**config.mk**
```make
export PLATFORM = sky130hd
export DESIGN_NAME = bp_be_fe_queue_buffer
export DESIGN_NICKNAME = d
export VERILOG_FILES = /design/src/rtl/bp_be_fe_queue_buffer.sv
export SDC_FILE = /design/constraint.sdc
export NUM_CORES = 2
export LEC_CHECK = 0
export ABC_AREA = 0
export BUFFER_PORTS_ARGS = -buffer_cell sky130_fd_sc_hd__clkbuf_2
export CORE_MARGIN = 10
export CORE_UTILIZATION = 45
export CTS_CLUSTER_DIAMETER = 150
export DETAILED_ROUTE_END_ITERATION = 10
export SYNTH_ARGS = -nofsm -noshare
export SYNTH_HDL_FRONTEND = slang
export SYNTH_SLANG_ARGS = --single-unit
```
**constraint.sdc**
```tcl
create_clock -name clk_i -period 7.9 [get_ports clk_i]
set_input_delay 0.395 -clock clk_i [delete_from_list [all_inputs] [get_ports clk_i]]
set_output_delay 0.395 -clock clk_i [all_outputs]
set_load 0.1 [all_outputs]
```
**src/rtl/bp_be_fe_queue_buffer.sv**
```systemverilog
// ============================================================================
// bp_be_fe_queue_buffer : checkpointing FIFO between the FE queue and issue
// Revision : 1.0
// ============================================================================
`default_nettype none

module bp_be_fe_queue_buffer #(
  parameter int fe_queue_width_p = 128,
  parameter int els_p            = 8,
  localparam int ptr_width_lp    = $clog2(els_p) + 1
) (
  input  logic                        clk_i,
  input  logic                        reset_n_i,
  input  logic [fe_queue_width_p-1:0] fe_queue_i,
  input  logic                        fe_queue_v_i,
  output logic                        fe_queue_ready_o,
  output logic [fe_queue_width_p-1:0] fe_queue_o,
  output logic                        fe_queue_v_o,
  input  logic                        fe_queue_yumi_i,
  input  logic                        commit_v_i,
  input  logic                        roll_v_i,
  input  logic                        clr_v_i,
  output logic [ptr_width_lp-1:0]     count_o
);

  localparam logic [ptr_width_lp-1:0] c_els = ptr_width_lp'(els_p);
  localparam logic [ptr_width_lp-1:0] c_one = ptr_width_lp'(1);

  logic [fe_queue_width_p-1:0] mem_q [els_p];
  logic [ptr_width_lp-1:0]     wptr_q, wptr_d;
  logic [ptr_width_lp-1:0]     rptr_q, rptr_d;
  logic [ptr_width_lp-1:0]     cptr_q, cptr_d;

  logic                        enq, deq, cmt;
  logic [ptr_width_lp-2:0]     widx, ridx;

  assign widx = wptr_q[ptr_width_lp-2:0];
  assign ridx = rptr_q[ptr_width_lp-2:0];

  // Status depends only on registered pointers, never on this cycle's inputs.
  assign count_o          = wptr_q - cptr_q;
  assign fe_queue_ready_o = (count_o != c_els);
  assign fe_queue_v_o     = (rptr_q != wptr_q);
  assign fe_queue_o       = mem_q[ridx];

  assign enq = fe_queue_v_i & fe_queue_ready_o;
  assign deq = fe_queue_yumi_i & fe_queue_v_o;
  assign cmt = commit_v_i & (cptr_q != rptr_q);

  always_comb begin
    wptr_d = wptr_q;
    rptr_d = rptr_q;
    cptr_d = cptr_q;
    if (enq) wptr_d = wptr_q + c_one;
    if (clr_v_i) begin
      // An entry enqueued this cycle is discarded along with the rest.
      rptr_d = wptr_d;
      cptr_d = wptr_d;
    end else begin
      if (cmt) cptr_d = cptr_q + c_one;
      if (roll_v_i)  rptr_d = cptr_d;
      else if (deq)  rptr_d = rptr_q + c_one;
    end
  end

  always_ff @(posedge clk_i or negedge reset_n_i) begin
    if (!reset_n_i) begin
      wptr_q <= '0;
      rptr_q <= '0;
      cptr_q <= '0;
      for (int i = 0; i < els_p; i++) mem_q[i] <= '0;
    end else begin
      wptr_q <= wptr_d;
      rptr_q <= rptr_d;
      cptr_q <= cptr_d;
      if (enq) mem_q[widx] <= fe_queue_i;
    end
  end

endmodule

`default_nettype wire

```
Word level (Yosys, flattened, before mapping). Cells that the tools add are included.

$add $sub $neg: 4. Equal/unequal tests: 3. Reduce and logical (&&, ||, !) cells: 2. Multiplexer cells: 12. Bitwise gates (word level): 5. $lt $le $gt $ge: 3.

Operators with widths (count): bitwise mux 1024 bit (1); binary-select mux 128 bit (select 3 bit) (1); demux 128 bit (select 3 bit) (1); two-way mux 128 bit (3); two-way mux 4 bit (6); adder 4 x 1 -> 4 bit (second input constant) (3); >= comparator 4 bit (second input constant) (2); != test 4 bit (2); NOT 3 -> 4 bit (2); less-than comparator 4 x 1 -> 1 bit (second input constant) (1); != test 4 bit (second input constant) (1); subtractor 4 bit (1); AND 1 bit (3); nonzero test 3 bit (1); logical AND 1 bit (1).

Flip-flop bits (word level): 1036. Logic and storage cells: 40.

Logic depth before layout (Yosys ltp).
Depth in word-level cells: 6. Depth in mapped cells: 11. Depth with buffers taken out: 9.

Worst setup path before layout. No wires, ideal clock.

Kind: flip-flop to flip-flop. From: register wptr_q[0]. To: register mem_q[747] (netlist name). Slack: 3600 ps. Required time: 7775 ps. Library setup time: 125 ps. Cell stages (with the launch flop): 12. Arrival: 4175 ps. Cell sequence: dfrtp_1 -> inv_1 -> ha_1 -> inv_1 -> fa_1 -> xor2_1 -> or3_1 -> o31ai_4 -> nor4b_1 -> buf_2 -> buf_4 -> mux2_2.

RTL lines: from (decl) (line 30) `logic [ptr_width_lp-1:0] wptr_q, wptr_d;`; from (signal assigned) (line 73) `wptr_q <= wptr_d;`; subtractor 4 bit (line 41) `assign count_o = wptr_q - cptr_q;`; via count_o[2] (line 23) `output logic [ptr_width_lp-1:0] count_o`; != test 4 bit (line 42) `assign fe_queue_ready_o = (count_o != c_els);`; AND 1 bit (line 46) `assign enq = fe_queue_v_i & fe_queue_ready_o;`; to (signal, indexed assignment) (line 76) `if (enq) mem_q[widx] <= fe_queue_i;`; to (decl) (line 29) `logic [fe_queue_width_p-1:0] mem_q [els_p];`.

The timed path passes the listed nets, and every way through them passes these cells. A chain may end at the register's enable or synchronous reset.

Final worst setup path.
From: register wptr_q[0]. To: register mem_q[196] (netlist name).

Word-level cells in the longest chain between the ends: 6.

Ends and longest elaborated chain (line): NOT 3 -> 4 bit (implied by the code) (76); >= comparator 4 bit (implied by the code) / less-than comparator 4 x 1 -> 1 bit (equally long branches) (76); logical AND 1 bit (implied by the code) (76); two-way mux 128 bit (implied by the code) (76); demux 128 bit (select 3 bit) (76); bitwise mux 1024 bit (76).

Parallel ways exist; a longest one is shown, timed or not.

==> out/metrics.cfg <==
[hold_path]
hp-class = in2reg
min_from = fe_queue_i[107]
min_path_cells = 2

[sta]
slew_violations = 0
setup_viol = 0
tightest_slew_ps = 1127
max_freq_mhz = 216.6
hold_violations = 0
tns_ps = 0
rsz0062_at_grt = no
fin_crit_ps = 4617
relSlewSlack_pct = 23.87
whs_ps = 52.85
min_period_over_period_pct = 58.45
clock_skew_ps = 18.32

[detailed_routing]
wl_met2_um = 56610
via_per_inst = 5.628
wl_met1_um = 46110
dr_total_vias = 24951
wirelength_um = 110200
met3_length_um = 4928
drtIter0Drc = 1098
top_layer = met5
firstDrtPassIters = 4
drc = 0
drtAntennaViolNets = 0
avgRoutedWirePerCell_um = 24.86

[run_status]
status = complete, no violations

[global_routing]
grt_pass1_vias = 28510
grt_pass1_wl_um = 171600
grt_overflow_total = 0
grt_usage_pct = 18.82
grt_max_degree = 169
antenna_found_initial = 21

[cts]
cts_resized = 0
path_clk_slew_ps = 60
cts_tree = built
clk_path_buf_depth = 3
clk_latency_ps = 680
cts_sinks = 1036
htreeDepth = 3
cts_root_buffer = clkbuf_16
numCtsBuffers = 111
post-cts-setup-buffer-count = 0

[critical_path]
reg2reg_from = wptr_q[0]
path_class = reg2reg
crit_arrival_ps = 5180
cp-end-kind = flop
crit_fanout = 49
reg2reg_depth = 9
start_kind = flop
critPathRequiredTime_ps = 8460
r2r_setup_slack_ps = 3280
crit_start = wptr_q[0]

[synth]
syn_nets = 2869
yosysSeqAreaShare_pct = 55.82
avgSynthCellArea_um2 = 17.03
synth_edf_count = 0
synth_cell_types = 41
netlist_area_um2 = 46450
synthArstFlopShare_pct = 100.0
synth_flop_cell = dfrtp_1
synthTopCellsByArea = dfrtp_1 (56%), mux2_2 (28%), mux4_2 (12%)
syn_inst = 2727
synth_top_area_share_pct = 55.82
ys_ff_latch = 1036
ys_warn_count = 0
synth_largest_area_cell = dfrtp_1

[final_layout]
finalNetCount = 3102
syn2layout_area_growth_pct = 13.79
fin_util_pct = 51.72
drive_gt1_share_pct = 62.62

[floorplan]
die_area_um2 = 116500
num_rows = 117
die_w_um = 341.3
initial_core_util_pct = 45.45
io-pin-count = 269
die_y_um = 341.3
core_um2 = 102200

[flow_run]
maxCapViolCount = 0

[place]
dp_hpwl_um = 64310
place.gp.congestion = 0.7427
io_buffers = 268

cell usage in the layout, fill, tap and decap left out, types with 2 or more instances in the layout:
master / n
clkinv_2: 21
mux2i_1: 3
inv_6: 3
dfrtp_1: 1033
xnor2_1: 10
or4b_4: 2
a211o_1: 3
xor2_1: 7
mux4_2: 256
clkbuf_16: 115
nand3_1: 4
mux2_2: 1155
nor4b_2: 2
bufinv_16: 11
dlygate4sd3_1: 2
nand4_1: 2
diode_2: 10
a21oi_1: 8
or3_1: 4
nor2_1: 4
dfrtp_4: 3
o21ai_0: 3
ha_1: 6
clkbuf_8: 32
inv_1: 11
clkbuf_1: 25
buf_4: 26
buf_12: 12
clkbuf_2: 267
nor4_2: 2
nand2_1: 3
cell families (layout without fill, tap and decap cells):
| group | count (synthesis) | after routing | synth area share [%] |
|---|---|---|---|
| xor gates and xnor gates | 17 | 17 | 0.3206 |
| DFF | 1036 | 1036 | 55.82 |
| adders and majority gates | 7 | 7 | 0.2047 |
| muxes | 1414 | 1414 | 40.48 |
| buffers and inverters | 199 | 527 | 2.371 |
| other | 0 | 10 | 0 |
| AOI/OAI and AO/OA | 24 | 24 | 0.3772 |
| and+or+nand+nor | 30 | 30 | 0.4283 |
synth_stat cells, types with 2 or more instances:
cell type / count
mux4_2: 256
a21oi_1: 8
nand4_1: 2
o21ai_0: 3
buf_6: 26
inv_1: 11
nand3_1: 4
nor4b_1: 2
nor2_1: 4
ha_1: 6
nor4_1: 2
xor2_1: 7
dfrtp_1: 1036
or4b_4: 2
or3_1: 5
mux2_2: 1155
xnor2_1: 10
a211o_1: 3
buf_2: 79
clkbuf_1: 49
nand2_1: 3
buf_4: 16
mux2i_1: 3
buf_1: 18
sequential cells by signal, indices dropped and copies added, names as in the netlist:
register  cells
cptr_q        4
mem_q      1024
rptr_q        4
wptr_q        4
layer usage:
metal / GRT usage, % / up-vias
met5: 0 / -
met4: 5.637 / 28
met3: 4.146 / 151
met2: 32.70 / 353
met1: 23.32 / 13673
li1: - / 10746
timing repair:
item	in CTS	in global routing
endpoints found under the setup margin	0	0
hold endpoints to repair	104	0
hold buffers	2	0
critical path, cell delays in order (launching register included):
cell and delay [ps]:
dfrtp_1 510, inv_1 200, ha_1 270, inv_1 70, fa_1 450, or3_1 460
o31ai_4 480, or3_4 850, buf_4 740, mux2_2 420
stage by stage:
stage / cells / setup slack (ps) / area, um2
final: 4433 / 3283 / 52850
after global routing: 4429 / 3024 / 52840
after CTS: 4423 / 3233 / 52830
after detailed placement: 4213 / 3255 / 48930
after global placement: 4213 / 3372 / 48930
after floorplan: 2727 / 3600 / 46450
cell type report:
class / instances / area (um2)
clock buffer: 172 / 3412
fill: 8379 / 49330
sequential: 1036 / 25940
tap: 1368 / 1712
clock inverter: 36 / 469.2
multi-input combinational: 1492 / 19450
inverter: 11 / 41.29
antenna: 10 / 25.02
timing repair buffer: 308 / 1807
final timing paths:
path / endpoint
worst min register to register: mem_q[733]
worst max-delay path: mem_q[196]
min in group asynchronous: mem_q[683]
max in group asynchronous: mem_q[872]
worst min-delay path: mem_q[363]
worst max register to register: mem_q[196]
Power is left out: the tool's default activity adds up to more than one toggle a clock period on the data nets, which glitch-free logic cannot reach.
